### src/rtl/dmem_ctrl.sv
// MEM-stage data-memory responder: turns the registered EX/MEM request into a
// req/gnt/rvalid bus transaction, formats load data and raises access exceptions.
module dmem_ctrl #(
  parameter int TIMEOUT = 64,
  parameter int AW      = 32
) (
  input  logic          clk,
  input  logic          cpurst_n,
  input  logic          mem_en,
  input  logic          mem_wr,
  input  logic [AW-1:0] mem_addr,
  input  logic [31:0]   mem_wdata,
  input  logic [2:0]    mem_op,
  output logic          mem_stall,
  output logic [31:0]   mem_rdata,
  output logic          mem_rvalid,
  output logic          mem_exp,
  output logic [1:0]    mem_exp_cause,
  output logic          sram_req,
  output logic          sram_we,
  output logic [AW-3:0] sram_addr,
  output logic [3:0]    sram_be,
  output logic [31:0]   sram_wdata,
  input  logic          sram_gnt,
  input  logic          sram_rvalid,
  input  logic [31:0]   sram_rdata
);

  typedef enum logic [1:0] {IDLE, REQ, WAIT} state_e;

  localparam int CW = (TIMEOUT < 2) ? 1 : $clog2(TIMEOUT);
  localparam logic [CW-1:0] TO_LAST = CW'(TIMEOUT - 1);

  state_e          state_q, state_d;
  logic            req_q, req_d, we_q, we_d;
  logic [AW-3:0]   addr_q, addr_d;
  logic [3:0]      be_q, be_d, lane_be;
  logic [31:0]     wdata_q, wdata_d, lane_wdata;
  logic [CW-1:0]   cnt_q, cnt_d;
  logic            illegal_op, misalign, exc_idle, timeout_hit, wait_done;

  // Stores with op[2] set would be unsigned stores, which do not exist.
  assign illegal_op  = (mem_op == 3'b011) || (mem_op[2:1] == 2'b11) || (mem_wr && mem_op[2]);
  assign misalign    = ((mem_op[1:0] == 2'b01) && mem_addr[0]) ||
                       ((mem_op[1:0] == 2'b10) && (mem_addr[1:0] != 2'b00));
  assign exc_idle    = (state_q == IDLE) && mem_en && (illegal_op || misalign);
  assign timeout_hit = (TIMEOUT != 0) && (cnt_q == TO_LAST);
  assign wait_done   = (state_q == WAIT) && (sram_rvalid || timeout_hit);

  always_comb begin
    lane_be    = 4'b1111;
    lane_wdata = mem_wdata;
    case (mem_op[1:0])
      2'b00: begin
        lane_be    = 4'b0001 << mem_addr[1:0];
        lane_wdata = {4{mem_wdata[7:0]}};
      end
      2'b01: begin
        lane_be    = mem_addr[1] ? 4'b1100 : 4'b0011;
        lane_wdata = {2{mem_wdata[15:0]}};
      end
      default: ;
    endcase
  end

  always_ff @(posedge clk or negedge cpurst_n) begin
    if (!cpurst_n) begin
      state_q <= IDLE;
      req_q   <= 1'b0;
      we_q    <= 1'b0;
      addr_q  <= '0;
      be_q    <= '0;
      wdata_q <= '0;
      cnt_q   <= '0;
    end else begin
      state_q <= state_d;
      req_q   <= req_d;
      we_q    <= we_d;
      addr_q  <= addr_d;
      be_q    <= be_d;
      wdata_q <= wdata_d;
      cnt_q   <= cnt_d;
    end
  end

  // A granted transaction always runs to rvalid or timeout, flush or not.
  always_comb begin
    state_d = state_q;
    case (state_q)
      IDLE: if (mem_en && !illegal_op && !misalign) state_d = REQ;
      REQ:  if (sram_gnt) state_d = WAIT;
            else if (!mem_en) state_d = IDLE;
      WAIT: if (sram_rvalid || timeout_hit) state_d = IDLE;
      default: state_d = IDLE;
    endcase
  end

  always_comb begin
    req_d   = req_q;
    we_d    = we_q;
    addr_d  = addr_q;
    be_d    = be_q;
    wdata_d = wdata_q;
    cnt_d   = '0;
    case (state_q)
      IDLE: if (state_d == REQ) begin
        req_d   = 1'b1;
        we_d    = mem_wr;
        addr_d  = mem_addr[AW-1:2];
        be_d    = lane_be;
        wdata_d = lane_wdata;
      end
      REQ: if (state_d != REQ) begin
        req_d = 1'b0;
        if (state_d == IDLE) we_d = 1'b0;
      end
      WAIT: begin
        cnt_d = cnt_q + CW'(1);
        if (state_d == IDLE) we_d = 1'b0;
      end
      default: ;
    endcase
  end

  always_comb begin
    mem_stall     = cpurst_n && mem_en && !wait_done && !exc_idle;
    mem_rvalid    = cpurst_n && (state_q == WAIT) && sram_rvalid && mem_en && !we_q;
    mem_exp       = 1'b0;
    mem_exp_cause = 2'b00;
    if (cpurst_n && exc_idle) begin
      mem_exp       = 1'b1;
      mem_exp_cause = illegal_op ? 2'b10 : 2'b01;
    end else if (cpurst_n && (state_q == WAIT) && !sram_rvalid && timeout_hit) begin
      mem_exp       = 1'b1;
      mem_exp_cause = 2'b11;
    end
  end

  // Load lane select; the pipeline holds mem_addr/mem_op stable while stalled.
  always_comb begin
    logic [7:0]  b;
    logic [15:0] h;
    case (mem_addr[1:0])
      2'd0:    b = sram_rdata[7:0];
      2'd1:    b = sram_rdata[15:8];
      2'd2:    b = sram_rdata[23:16];
      default: b = sram_rdata[31:24];
    endcase
    h = mem_addr[1] ? sram_rdata[31:16] : sram_rdata[15:0];
    case (mem_op)
      3'b000:  mem_rdata = {{24{b[7]}}, b};
      3'b001:  mem_rdata = {{16{h[15]}}, h};
      3'b100:  mem_rdata = {24'h0, b};
      3'b101:  mem_rdata = {16'h0, h};
      default: mem_rdata = sram_rdata;
    endcase
  end

  assign sram_req   = req_q;
  assign sram_we    = we_q;
  assign sram_addr  = addr_q;
  assign sram_be    = be_q;
  assign sram_wdata = wdata_q;

endmodule

### config.mk
export PLATFORM = sky130hd
export DESIGN_NAME = dmem_ctrl
export DESIGN_NICKNAME = d
export VERILOG_FILES = /design/src/rtl/dmem_ctrl.sv
export SDC_FILE = /design/constraint.sdc
export NUM_CORES = 1
export LEC_CHECK = 0
export CORE_UTILIZATION = 37
export CTS_CLUSTER_DIAMETER = 50
export DETAILED_ROUTE_END_ITERATION = 6
export PLACE_DENSITY = 0.82
export SLEW_MARGIN = 40
export SYNTH_ARGS = -nofsm -noshare
export SYNTH_HDL_FRONTEND = slang
export SYNTH_SLANG_ARGS = --single-unit
### constraint.sdc
create_clock -name clk -period 2.5 [get_ports clk]
set_input_delay 0.375 -clock clk [delete_from_list [all_inputs] [get_ports clk]]
set_output_delay 0.375 -clock clk [all_outputs]
set_load 0.005 [all_outputs]
==> impl_metrics.toml, run 1 <==
[run_status]
status = "finished, final reports clean"

[power]
p_sw_mw = 1.984
pwr-share-comb = 0.475
p_leak_nw = 3.585
p_clk_frac = 0.216
p_per_area_nw_per_um2 = 951.0
vdd_drop_max_uv = 605.4
p_sw_frac = 0.2863
internal_power_mw = 4.945
power_frac_seq = 0.309

[clocking]
cts_hold_buf = 0
path_clk_slew_ns = 0.06
clkLatencyLatePin_ns = 0.32
root_buffer = "clkbuf_16"
cts_buffer_depth = 2
cts_buffers = 9
ctsHtreeMaxLevel = 3
cts.sinks = 76
tritoncts = "yes"

[logic_synthesis]
ys_seq_elements = 76
synthDistinctLibCells = 41
synth_cells = 407
yosysWarnings = 0
avgSynthCellArea_um2 = 10.44
synth_edf_count = 0
ys.flop_type = "dfrtp_1"
syn_area_um2 = 4248
ys_async_sr_fraction = 1.000
seq_area_frac_synth = 0.4477
syn_nets = 517

[routing]
vias = 4045
vias_per_cell = 5.037
dr.first_iter.drc_count = 218
dr.pass1.iters = 4
ant_nets = 0
route.final.wire_length_um = 13330
avgRoutedWirePerCell_um = 16.59
drc_errors = 0

[critical_path]
crit-reg2reg-launch = "state_q[0]"
path_class = "primary input to output pin"
end_kind = "output pin"
rr_endpoint = "sram_we"
worstPathRequired_ns = 2.12
r2r_cells = 9
critPathMaxFanout = 4
start_kind = "primary input"
r2r_slack_ns = 0.30
arrival_ns = 2.09

[layout]
mostFrequentLayoutCells = "164 x clkdlybuf4s50_1, 75 x dfrtp_1, 69 x nand2_1"
multi_input_area_um2 = 2307
area_growth_pct = 71.55
layout_commonest_cell = "clkdlybuf4s50_1"
nNetsFinal = 768
stdcell_count = 803
nFillCells = 835
seq_area_um2 = 1903
drive_gt1_frac = 0.2172
diodes = 0

[placement]
place_hpwl_um = 9347
dpl.cell_count = 767
gp_congestion = 0.8272
portBuffers = 209

[timing]
fin_tns_setup_ns = 0
slew-limit-headroom = 0.6039
setup_violations = 0
finalHoldViolCount = 0
final_max_slew_viol_count = 0
holdWs_ns = 0.08376
layout_min_cycle_time_ns = 2.463
max_freq_mhz = 406.0
skew_ns = 0.007315
tightest_slew_ns = 0.5941
finalCritPeriodShare = 0.9852

[global_route]
antenna_found_initial = 0
grtUsageTotal = 0.2214
gr-total-overflow = 0
grt_first_pass_wirelength_um = 20280
grt_max_degree = 51
grt_pass1_vias = 4123

[floorplanning]
io_pins = 210
die_area_um2 = 11910
die_y_um = 109.1
dieWidth_um = 109.1
core_area_um2 = 11030
rows = 38
start_util = 0.3851

[flow_run]
maxCapViolCount = 0

[worst_hold_path]
hp-class = "primary input to async pin"
[area by class of cell]
class                   instances  area share
clock inverters                 5     0.01459
inverters                       7    0.003606
clock buffers                  11     0.03331
flip-flops and latches         76      0.2612
repair buffers                267      0.3467
multi-input cells             297      0.3166
well taps                     140     0.02404
[worst max-delay path, cell delays in order]
cell and delay [ns]:
dlygate4sd2_1 0.26, mux4_2 0.53, nor2_4 0.16, a2111oi_4 0.06
buf_6 0.15, buf_4 0.14, a21o_1 0.15, dlygate4sd2_1 0.26
[cell usage after synthesis, drive strengths merged (4+ instances only)]
cell / instances / area share
a21o: 18 / 0.032
a21oi: 12 / 0.014
a221o: 8 / 0.019
a22oi: 8 / 0.014
and2: 5 / 0.0074
buf: 8 / 0.018
clkbuf: 19 / 0.017
dfrtp: 76 / 0.45
ha: 5 / 0.015
inv: 7 / 0.0062
mux2: 40 / 0.14
mux2i: 24 / 0.057
nand2: 70 / 0.062
nand2b: 7 / 0.010
nand3: 4 / 0.0047
nor2: 21 / 0.019
nor2b: 7 / 0.010
o21ai: 43 / 0.051
[flip-flops by register name (all words and copies together), names as in the netlist]
signal / count
cnt_q: 6
sram_addr: 30
sram_be: 4
sram_req: 1
sram_wdata: 32
sram_we: 1
state_q: 2
[power groups by stage]
| stage | clock [mW] | sequential (mW) | combinational [mW] |
|---|---|---|---|
| 2_1_floorplan | 0 | 2.15 | 1.40 |
| 4_1_cts | 1.54 | 2.14 | 3.26 |
| 5_1_grt | 1.62 | 2.21 | 3.56 |
| 3_5_place_dp | 0 | 2.15 | 3.19 |
| 3_3_place_gp | 0 | 2.12 | 3.11 |
| 6_report | 1.50 | 2.14 | 3.29 |
[logic make-up (layout without fill, tap and decap cells)]
group / Yosys count / count (layout) / synth area share
AND/OR/NAND/NOR: 122 / 122 / 0.1272
flip-flops: 76 / 76 / 0.4477
adder cells (fa/ha/maj): 5 / 5 / 0.01473
buffers and inverters: 34 / 290 / 0.04065
multiplexers: 65 / 65 / 0.2015
AO/OA/AOI/OAI: 101 / 101 / 0.1599
XOR/XNOR: 4 / 4 / 0.008249
[how the worst max path moves through the flow]
stage	from	to	slack, ns	cells after the start
finish	sram_rdata[15]	mem_rdata[18]	0.04	8
global placement	mem_addr[0]	mem_rdata[11]	-0.48	5
floorplan	state_q[0]	sram_addr[0]	0.18	9
CTS	mem_wr	mem_exp_cause[0]	0.0001	7
detailed placement	mem_addr[0]	mem_rdata[11]	-0.49	5
global route	cnt_q[0]	mem_exp	-0.03	7
[timing repair]
| item | CTS | global route |
|---|---|---|
| endpoints found under the setup margin | 36 | 16 |
| gates resized for setup | 71 | 20 |
| hold endpoints to repair | 0 | 0 |
| buffers inserted | 13 | 7 |
| gates cloned | 1 | 0 |
| pin swaps | 3 | 3 |
[layer usage]
metal	track usage	vias to the layer above	routed length (um)
met4	0.06081	0	154
met2	0.3733	141	6791
met1	0.2765	1955	5573
li1	-	1937	-
met5	0	-	0
met3	0.06097	12	806
[metrics by stage]
stage	utilization	area [um2]	power (mW)	setup slack (ns)
3_5_place_dp	0.6059	6684	5.336	-0.4884
2_1_floorplan	-	4248	3.550	0.1837
3_3_place_gp	0.6059	6684	5.228	-0.4761
4_1_cts	0.6498	7168	6.945	0.0001203
6_report	0.6606	7287	6.930	0.03697
5_1_grt	0.6606	7287	7.386	-0.02675
No activity file was read; power rests on OpenSTA's default activity.
==> inputs of run 2 (changes only) <==
GPL_ROUTABILITY_DRIVEN = 0   (was unset)
==> results of run 2 <==
Final layout, timing and power as in run 1 (identical DEF).
==> inputs of run 3 (changes only) <==
ABC_CLOCK_PERIOD_IN_PS = 2500   (was unset)
GPL_TIMING_DRIVEN = 0   (was unset)
==> run 3 against run 2 <==
Against the previous run: total power is 1.0% lower; combinational power hardly changed; flip-flop and latch count stayed put; via count is 2.4% higher; sequential share of layout area is 0.29 points higher; highest routed layer unchanged.
==> impl_metrics.toml, run 3 (synthesis gave the netlist of run 1 again) <==
[run_status]
status = "finished, final reports clean"

[power]
finalPower_mw = 6.861
p_sw_mw = 2.067
p_sw_frac = 0.3012
p_clk_frac = 0.209
p_leak_nw = 3.493
power_frac_seq = 0.312
pwr-share-comb = 0.479
p_per_area_nw_per_um2 = 952.1
vdd_drop_max_uv = 645.0
internal_power_mw = 4.794

[critical_path]
cpMostUsedCell = "dlygate4sd2_1"
end_kind = "output pin"
arrival_ns = 2.06
path_class = "primary input to output pin"
cpMaxStageDelayCell = "mux4_2"
path_buf_inv = 4
r2r_slack_ns = 0.14
worstPathRequired_ns = 2.12
critPathMaxFanout = 5
slowest_delay_ns = 0.52
start_kind = "primary input"
crit_family = "buffers and inverters"
crit_chain = "dlygate4sd2_1, mux4_2, nor2_4, a2111oi_4, clkbuf_8, buf_4, a21o_1, dlygate4sd2_1"

[floorplanning]
start_util = 0.3851
io_pins = 210
dieWidth_um = 109.1
die_y_um = 109.1
die_area_um2 = 11910
core_area_um2 = 11030
rows = 38

[layout]
stdcell_area_um2 = 7206
nNetsFinal = 756
largest_reg_flops = 32
diodes = 0
area_growth_pct = 69.63
drive_gt1_frac = 0.1920
mostFrequentLayoutCells = "172 x clkdlybuf4s50_1, 75 x dfrtp_1, 69 x nand2_1"
layout_commonest_cell = "clkdlybuf4s50_1"

[timing]
final_max_slew_viol_count = 0
finalCritPeriodShare = 0.9758
layout_min_cycle_time_ns = 2.440
tightest_slew_ns = 0.5266
skew_ns = 0.005573
rsz0062_at_grt = "false"
fin_tns_setup_ns = 0
slew-limit-headroom = 0.6489
finalWorstSetupSlack_ns = 0.06041
setup_violations = 0
finalHoldViolCount = 0
max_freq_mhz = 409.9

[global_route]
grt_first_pass_wirelength_um = 21780
grt_pass1_vias = 4415
grt_max_degree = 45
antenna_found_initial = 0
grtUsageTotal = 0.2384
gr-total-overflow = 0

[flow_run]
maxCapViolCount = 0

[clocking]
cts.sinks = 76
tritoncts = "yes"
clkLatencyLatePin_ns = 0.33
ctsHtreeMaxLevel = 3
root_buffer = "clkbuf_16"
cts_buffer_depth = 2
path_clk_slew_ns = 0.06
cts_buffers = 9

[placement]
dpl-instance-area_um2 = 6529
place_ws_ns = -1.143
portBuffers = 208
place_hpwl_um = 10280

[routing]
route.final.wire_length_um = 14250
vias_per_cell = 5.235
drc_errors = 0
dr.first_iter.drc_count = 191
avgRoutedWirePerCell_um = 18.01
ant_nets = 0
dr.pass1.iters = 5
vias = 4141

[worst_hold_path]
hp-class = "register to register"
run 3: cell types whose count changed in the layout (fill, tap and decap cells not counted), moves of 2 or more:
cell	change
clkdlybuf4s15_1	+2
clkbuf_1	+2
clkbuf_4	+4
buf_2	-2
buf_6	+4
clkdlybuf4s50_1	+8
clkbuf_2	+8
buf_4	-35
inv_6	+2
dlygate4sd2_1	-7
run 3: path summary, 6_finish.rpt:
check / startpoint / cells after the start / end
worst max-delay path: sram_rdata[7] / 8 / mem_rdata[21]
worst min-delay path: sram_be[3] / 1 / sram_be[3]
worst max register to register: state_q[0] / 9 / sram_wdata[2]
worst min register to register: sram_be[3] / 1 / sram_be[3]
max in group asynchronous: cpurst_n / 3 / sram_wdata[14]
min in group asynchronous: cpurst_n / 3 / sram_addr[16]
run 3: per-layer routing:
| metal | wire length (um) | up-vias | part of all wire | global-route usage |
|---|---|---|---|---|
| met4 | 275 | 0 | 0.019 | 0.08977 |
| li1 | - | 1908 | - | - |
| met2 | 7294 | 180 | 0.51 | 0.4182 |
| met1 | 5724 | 2024 | 0.40 | 0.2733 |
| met3 | 951 | 29 | 0.067 | 0.06754 |
| met5 | 0 | - | 0 | 0 |
run 3: cell type report:
cell class | count | area [um2]
Fill cell | 894 | 3825
Clock buffer | 9 | 225.2
Inverter | 7 | 26.28
Tap cell | 140 | 175.2
Timing Repair Buffer | 229 | 2260
Buffer | 26 | 195.2
Multi-Input combinational cell | 297 | 2316
Clock inverter | 7 | 105.1
Sequential cell | 76 | 1903
run 3: repair_timing:
action	CTS	global route
pin swaps	4	4
hold buffers	2	0
endpoints found under the hold margin	32	0
buffers inserted	12	4
gates resized for setup	78	31
gates cloned	2	0
setup endpoints to repair	102	84
run 3: stage by stage:
step / util / std cells / hold slack [ns]
finish: 0.6532 / 791 / 0.4756
global route: 0.6532 / 791 / 0.4956
CTS: 0.6458 / 787 / 0.4799
detailed placement: 0.5919 / 756 / 0.2929
global placement: 0.5897 / 755 / 0.4459
floorplan: - / 407 / 0.07941
run 3: power groups by stage:
stage / logic (mW) / clock network [mW] / registers, mW
final: 3.29 / 1.43 / 2.14
after global routing: 3.54 / 1.51 / 2.21
after CTS: 3.28 / 1.46 / 2.14
after detailed placement: 3.17 / 0 / 2.15
after global placement: 3.09 / 0 / 2.11
after floorplan: 1.40 / 0 / 2.15
